$ cat config.mk
export PLATFORM = sky130hd
export DESIGN_NAME = e203_icb_slv_ram
export DESIGN_NICKNAME = d
export VERILOG_FILES = /design/src/rtl/e203_icb_slv_ram.sv
export SDC_FILE = /design/constraint.sdc
export NUM_CORES = 2
export LEC_CHECK = 0
export CAP_MARGIN = 20
export CORE_MARGIN = 5
export CORE_UTILIZATION = 60
export CTS_CLUSTER_SIZE = 40
export DETAILED_ROUTE_END_ITERATION = 10
export MAX_ROUTING_LAYER = met4
export PLACE_DENSITY = 0.84
export REMOVE_ABC_BUFFERS = 1
export SLEW_MARGIN = 0
export SYNTH_ARGS = -nofsm -noshare
export SYNTH_HDL_FRONTEND = slang
export SYNTH_SLANG_ARGS = --single-unit
$ cat constraint.sdc
create_clock -name clk -period 2.85 [get_ports clk]
set_clock_uncertainty 0.15 [all_clocks]
set_input_delay 0.4275 -clock clk [delete_from_list [all_inputs] [get_ports clk]]
set_output_delay 0.4275 -clock clk [all_outputs]
set_load 0.02 [all_outputs]
$ cat src/rtl/e203_icb_slv_ram.sv
// ICB responder with a word-addressed RAM, byte-mask writes and a fixed response latency.
// Optional exclusive-access reservation monitor: define E203_ICB_SLV_EXCL_EN.
module e203_icb_slv_ram #(
  parameter int AW    = 16,
  parameter int DEPTH = 64,
  parameter int OUTS  = 2,
  parameter int LAT   = 0
) (
  input  logic          clk,
  input  logic          rst,
  input  logic          icb_cmd_valid,
  output logic          icb_cmd_ready,
  input  logic [AW-1:0] icb_cmd_addr,
  input  logic          icb_cmd_read,
  input  logic [31:0]   icb_cmd_wdata,
  input  logic [3:0]    icb_cmd_wmask,
  input  logic          icb_cmd_excl,
  output logic          icb_rsp_valid,
  input  logic          icb_rsp_ready,
  output logic          icb_rsp_err,
  output logic          icb_rsp_excl_ok,
  output logic [31:0]   icb_rsp_rdata,
  output logic          busy
);

  localparam int IW = $clog2(DEPTH);
  localparam int PW = (OUTS > 1) ? $clog2(OUTS) : 1;
  localparam int CW = $clog2(OUTS + 1);
  localparam logic [3:0]    LAT_W  = 4'(LAT);
  localparam logic [CW-1:0] OUTS_W = CW'(OUTS);

  logic [31:0]   mem_q [DEPTH];

  logic [31:0]   ent_rdata_q [OUTS];
  logic          ent_err_q   [OUTS];
  logic          ent_excl_q  [OUTS];
  logic [3:0]    ent_wait_q  [OUTS];
  logic [PW-1:0] wptr_q, rptr_q;
  logic [CW-1:0] count_q, count_d;

  logic [IW-1:0] idx;
  logic          oor, push, pop, wr_en;
  logic          new_err, new_excl;
  logic [31:0]   new_rdata;

  assign idx = icb_cmd_addr[IW+1:2];
  assign oor = |icb_cmd_addr[AW-1:IW+2];

  // cmd_ready depends only on the registered count, never on rsp_ready
  assign icb_cmd_ready   = (count_q != OUTS_W);
  assign push            = icb_cmd_valid & icb_cmd_ready;
  assign icb_rsp_valid   = (count_q != '0) && (ent_wait_q[rptr_q] == 4'd0);
  assign pop             = icb_rsp_valid & icb_rsp_ready;
  assign icb_rsp_err     = ent_err_q[rptr_q];
  assign icb_rsp_excl_ok = ent_excl_q[rptr_q];
  assign icb_rsp_rdata   = ent_rdata_q[rptr_q];
  assign busy            = (count_q != '0);
  assign count_d         = count_q + CW'(push) - CW'(pop);

`ifdef E203_ICB_SLV_EXCL_EN
  logic          resv_vld_q, resv_vld_d;
  logic [IW-1:0] resv_idx_q, resv_idx_d;
  logic          unused_ok;
  assign unused_ok = ^icb_cmd_addr[1:0];
`else
  logic          unused_ok;
  assign unused_ok = ^{icb_cmd_excl, icb_cmd_addr[1:0]};
`endif

  always_comb begin
    wr_en     = 1'b0;
    new_err   = oor;
    new_excl  = 1'b0;
    new_rdata = '0;
    if (!oor) begin
      if (icb_cmd_read) new_rdata = mem_q[idx];
      else              wr_en     = 1'b1;
    end
`ifdef E203_ICB_SLV_EXCL_EN
    resv_vld_d = resv_vld_q;
    resv_idx_d = resv_idx_q;
    if (push && !oor) begin
      if (icb_cmd_read && icb_cmd_excl) begin
        resv_vld_d = 1'b1;
        resv_idx_d = idx;
        new_excl   = 1'b1;
      end else if (!icb_cmd_read && icb_cmd_excl) begin
        if (resv_vld_q && (resv_idx_q == idx)) begin
          new_excl   = 1'b1;
          resv_vld_d = 1'b0;
        end else begin
          wr_en = 1'b0;
        end
      end else if (!icb_cmd_read && resv_vld_q && (resv_idx_q == idx)) begin
        resv_vld_d = 1'b0;
      end
    end
`endif
  end

`ifdef E203_ICB_SLV_EXCL_EN
  always_ff @(posedge clk or posedge rst) begin
    if (rst) begin
      resv_vld_q <= 1'b0;
      resv_idx_q <= '0;
    end else begin
      resv_vld_q <= resv_vld_d;
      resv_idx_q <= resv_idx_d;
    end
  end
`endif

  always_ff @(posedge clk) begin
    if (push && wr_en) begin
      for (int b = 0; b < 4; b++) begin
        if (icb_cmd_wmask[b]) mem_q[idx][8*b +: 8] <= icb_cmd_wdata[8*b +: 8];
      end
    end
  end

  // every entry ages in parallel; a fresh push overrides the slot's counter
  always_ff @(posedge clk or posedge rst) begin
    if (rst) begin
      count_q <= '0;
      wptr_q  <= '0;
      rptr_q  <= '0;
      for (int i = 0; i < OUTS; i++) begin
        ent_rdata_q[i] <= '0;
        ent_err_q[i]   <= 1'b0;
        ent_excl_q[i]  <= 1'b0;
        ent_wait_q[i]  <= 4'd0;
      end
    end else begin
      for (int i = 0; i < OUTS; i++) begin
        if (ent_wait_q[i] != 4'd0) ent_wait_q[i] <= ent_wait_q[i] - 4'd1;
      end
      if (push) begin
        ent_rdata_q[wptr_q] <= new_rdata;
        ent_err_q[wptr_q]   <= new_err;
        ent_excl_q[wptr_q]  <= new_excl;
        ent_wait_q[wptr_q]  <= LAT_W;
        wptr_q <= (wptr_q == PW'(OUTS - 1)) ? '0 : wptr_q + PW'(1);
      end
      if (pop) rptr_q <= (rptr_q == PW'(OUTS - 1)) ? '0 : rptr_q + PW'(1);
      count_q <= count_d;
    end
  end

endmodule

==> flow_summary_export.csv <==
group,metric,value,unit
logic_synthesis,syn_area_per_cell,16.0,sq um
critical_path,path_class,"reg -> out",
sta,rsz0062_at_grt,"yes",
logic_synthesis,synthFlopType,"edfxtp_1",
clock_network,ctsLongestPathBuffers,3,
layout,fillers,8201,
critical_path,crit_chain,"buf_16 > mux2_2 > dlygate4sd2_1",
critical_path,worstPathRequired,2.27,ns
clock_network,clkLatencyLatePin,0.88,ns
power,power.static_leakage,35.2,nW
sta,setup_violations,15,
sta,period_share,104,%
critical_path,path_max_fanout,19,
layout,fin_nets,6336,
layout,final_cells,8354,
sta,max_slew_margin,21.9,%
power,p_total,0.0675,W
clock_network,cts-buffers-inserted,201,
logic_synthesis,synth_top_cell_area_share,72.6,%
critical_path,slowest_stage,"mux2_2",
global_routing,grt_pass1_wl,422,mm
logic_synthesis,synth.area.mux_share,3.78,%
logic_synthesis,yosys.area_share.simple,7.43,%
floorplanning,io_pins,95,
run_status,violations,"negative setup slack",
logic_synthesis,ys_seq_area_share,74.9,%
place,gp_congestion,1.06,
layout,drive_gt1_share,26.6,%
sta,worst_pin_slew,1.17,ns
floorplanning,placementRows,138,
routing,antenna_left,0,
logic_synthesis,postSynth.asyncResetShare,3.76,%
global_routing,grt_max_degree,65,
floorplanning,die_w,386,microns
clock_network,cts_tree,"yes",
critical_path,crit_family,"buffers and inverters",
sta,layout_min_cycle_time,2.97,ns
logic_synthesis,ys_warn_count,0,
logic_synthesis,synth_compound_area_share,11.3,%
routing,drt-total-wl,304,mm
global_routing,overflow,0,
sta,setup_ws,-0.122,ns
logic_synthesis,synth_top_family_by_area,"compound AO/OA/AOI/OAI gates",
sta,hold_viol,0,
logic_synthesis,synthDistinctLibCells,77,
logic_synthesis,yosys.area.top_type,"edfxtp_1",
run_status,status,"finished, violations left",
sta,totalNegativeSetupSlack,-0.998,ns
logic_synthesis,synth_common_cells,"edfxtp_1, nor2_1, a21oi_1, a22oi_1, a221oi_1",
critical_path,critPathCaptureType,"primary output",
logic_synthesis,synthCells,5305,
clock_network,root_buffer,"clkbuf_16",
place,dp_hpwl,203,mm
logic_synthesis,synth_xor_area_share,0.0517,%
layout,finalCoreUtilization,73.6,%
floorplanning,core_area,0.141,sq mm
job,drv_cap,0,
critical_path,crit_arrival,2.39,ns
power,power.density,652,mW/mm^2
routing,drt_iter0_markers,10700,
place,io_buffers,91,
hold_path,holdCritPathClass,"in -> reg",
power,ir_drop,644,uV
routing,drt-pass1-iter-count,7,
logic_synthesis,synth_edf_count,2048,
floorplanning,dieArea,0.149,sq mm
sta,fmax,336,MHz
routing,wl_per_cell,36.3,microns
logic_synthesis,ys_ff_latch,2128,
place,post-place-cells,7930,
routing,via_per_inst,7.17,
floorplanning,fp.dieH,386,microns
clock_network,htreeDepth,4,
floorplanning,initial_core_util,60.2,%
global_routing,grt_pass1_vias,58000,
routing,via_count,59900,
critical_path,start_kind,"flop",
clock_network,cts.sinks,2128,
global_routing,track_usage,41.8,%
global_routing,antenna_found_initial,14,
routing,remaining_drc_errors,0,
logic_synthesis,yosys.cell_count.top_type,"edfxtp_1",
logic_synthesis,synthTopCellsByArea,"edfxtp_1, dfrtp_1, mux2i_1, a221oi_1, a22oi_1",
clock_network,clk_pin_slew,0.06,ns
logic_synthesis,synth_area,0.0848,sq mm
critical_path,path_buf_inv,2,
logic_synthesis,yosys.area_share.adder,0.0590,%
layout,syn_to_final_growth,22.3,%
critical_path,slowest_delay,0.46,ns
sta,maxSlewViolCount,0,
[sequential cells by signal, summed over array words and instances (netlist names)]
name	flops
wptr_q	1
ent_wait_q	8
mem_q	2048
ent_err_q	2
ent_excl_q	2
count_q	2
rptr_q	1
ent_rdata_q	64
[routing by layer]
metal | global-route usage, % | vias up | wire length, microns
met1 | 51.1 | 29200 | 95900
met5 | - | - | 0
met2 | 59.7 | 5914 | 132000
met4 | 28.0 | 0 | 26500
li1 | - | 23400 | -
met3 | 13.9 | 1371 | 49000
[worst reg2reg max path, cell delays in order, from the launching register on]
cell and delay, ns:
dfrtp_1 0.40, nand2b_1 0.15, nand2_1 0.17, buf_12 0.18, nor3_1 0.23, buf_4 0.20
nand2_2 0.11, buf_4 0.26, nor2_1 0.33, buf_4 0.26
[report_power, final]
group / total (W) / internal [W] / switching [W]
logic: 0.00577 / 0.00212 / 0.00364
registers: 0.0344 / 0.0343 / 0.0000860
clock network: 0.0273 / 0.0154 / 0.0120
[path summary, 6_finish.rpt]
path | startpoint | endpoint | slack (ns) | cells after the start
worst max-delay path | rptr_q | icb_rsp_rdata[16] | -0.12 | 3
worst min-delay path | icb_cmd_wdata[28] | mem_q[43][28] | 0.09 | 1
worst max register to register | count_q[1] | mem_q[18][6] | 0.10 | 9
worst min register to register | ent_excl_q[0] | ent_excl_q[0] | 0.33 | 1
max in group asynchronous | rst | ent_rdata_q[53] | 1.48 | 4
min in group asynchronous | rst | ent_rdata_q[56] | 0.34 | 3
[cells in the final DEF (no fill, tap or decap), types with 40 or more instances in the layout]
master,netlist,layout
nand2_1,172,167
nor3_1,49,47
o21ai_0,86,86
or3b_2,129,129
nand3_1,135,134
clkbuf_16,0,204
edfxtp_1,2048,2048
dfrtp_1,80,79
buf_4,24,883
nand3b_1,140,140
buf_2,160,40
mux2_2,75,60
a2111oi_0,61,57
mux2i_1,186,186
a221oi_1,199,199
o22ai_1,102,102
a22o_1,136,136
a211oi_1,44,44
a21oi_1,231,231
nor2_1,335,327
clkbuf_1,192,43
a22oi_1,209,209
buf_12,0,195
clkinv_2,0,42
[cell families after synthesis]
group | after synthesis
flip-flops | 2128
AO/OA/AOI/OAI | 1305
AND/OR/NAND/NOR | 1133
buffers and inverters | 447
multiplexers | 283
XOR/XNOR | 5
adder cells (fa/ha/maj) | 4
[stage by stage]
stage / instance area [sq um] / worst slack (ns) / hold slack (ns)
3_5_place_dp: 96400 / -1.03 / 0.320
2_1_floorplan: 82700 / -4.40 / 0.293
3_3_place_gp: 96400 / -0.816 / 0.307
6_report: 104000 / -0.122 / 0.0948
4_1_cts: 104000 / -0.124 / 0.0295
5_1_grt: 104000 / -0.122 / 0.0559
[cell type report]
class                      count  area (sq um)  area share [%]
sequential                  2128         63500            61.3
clock buffer                 250          5300            5.11
multi-input combinational   2730         19400            18.7
inverter                      16          63.8          0.0616
clock inverter               126          1430            1.37
timing repair buffer        1197         11600            11.2
tap                         1890          2360            2.28
antenna                       17          42.5          0.0410
[repair_timing]
item	in CTS	in global routing
endpoints found under the hold margin	594	0
gates resized for setup	110	37
gates cloned	2	1
buffers inserted	3	2
pin swaps	1	1
setup endpoints to repair	39	38
hold buffers	24	0
(Power assumes the default switching activity.)
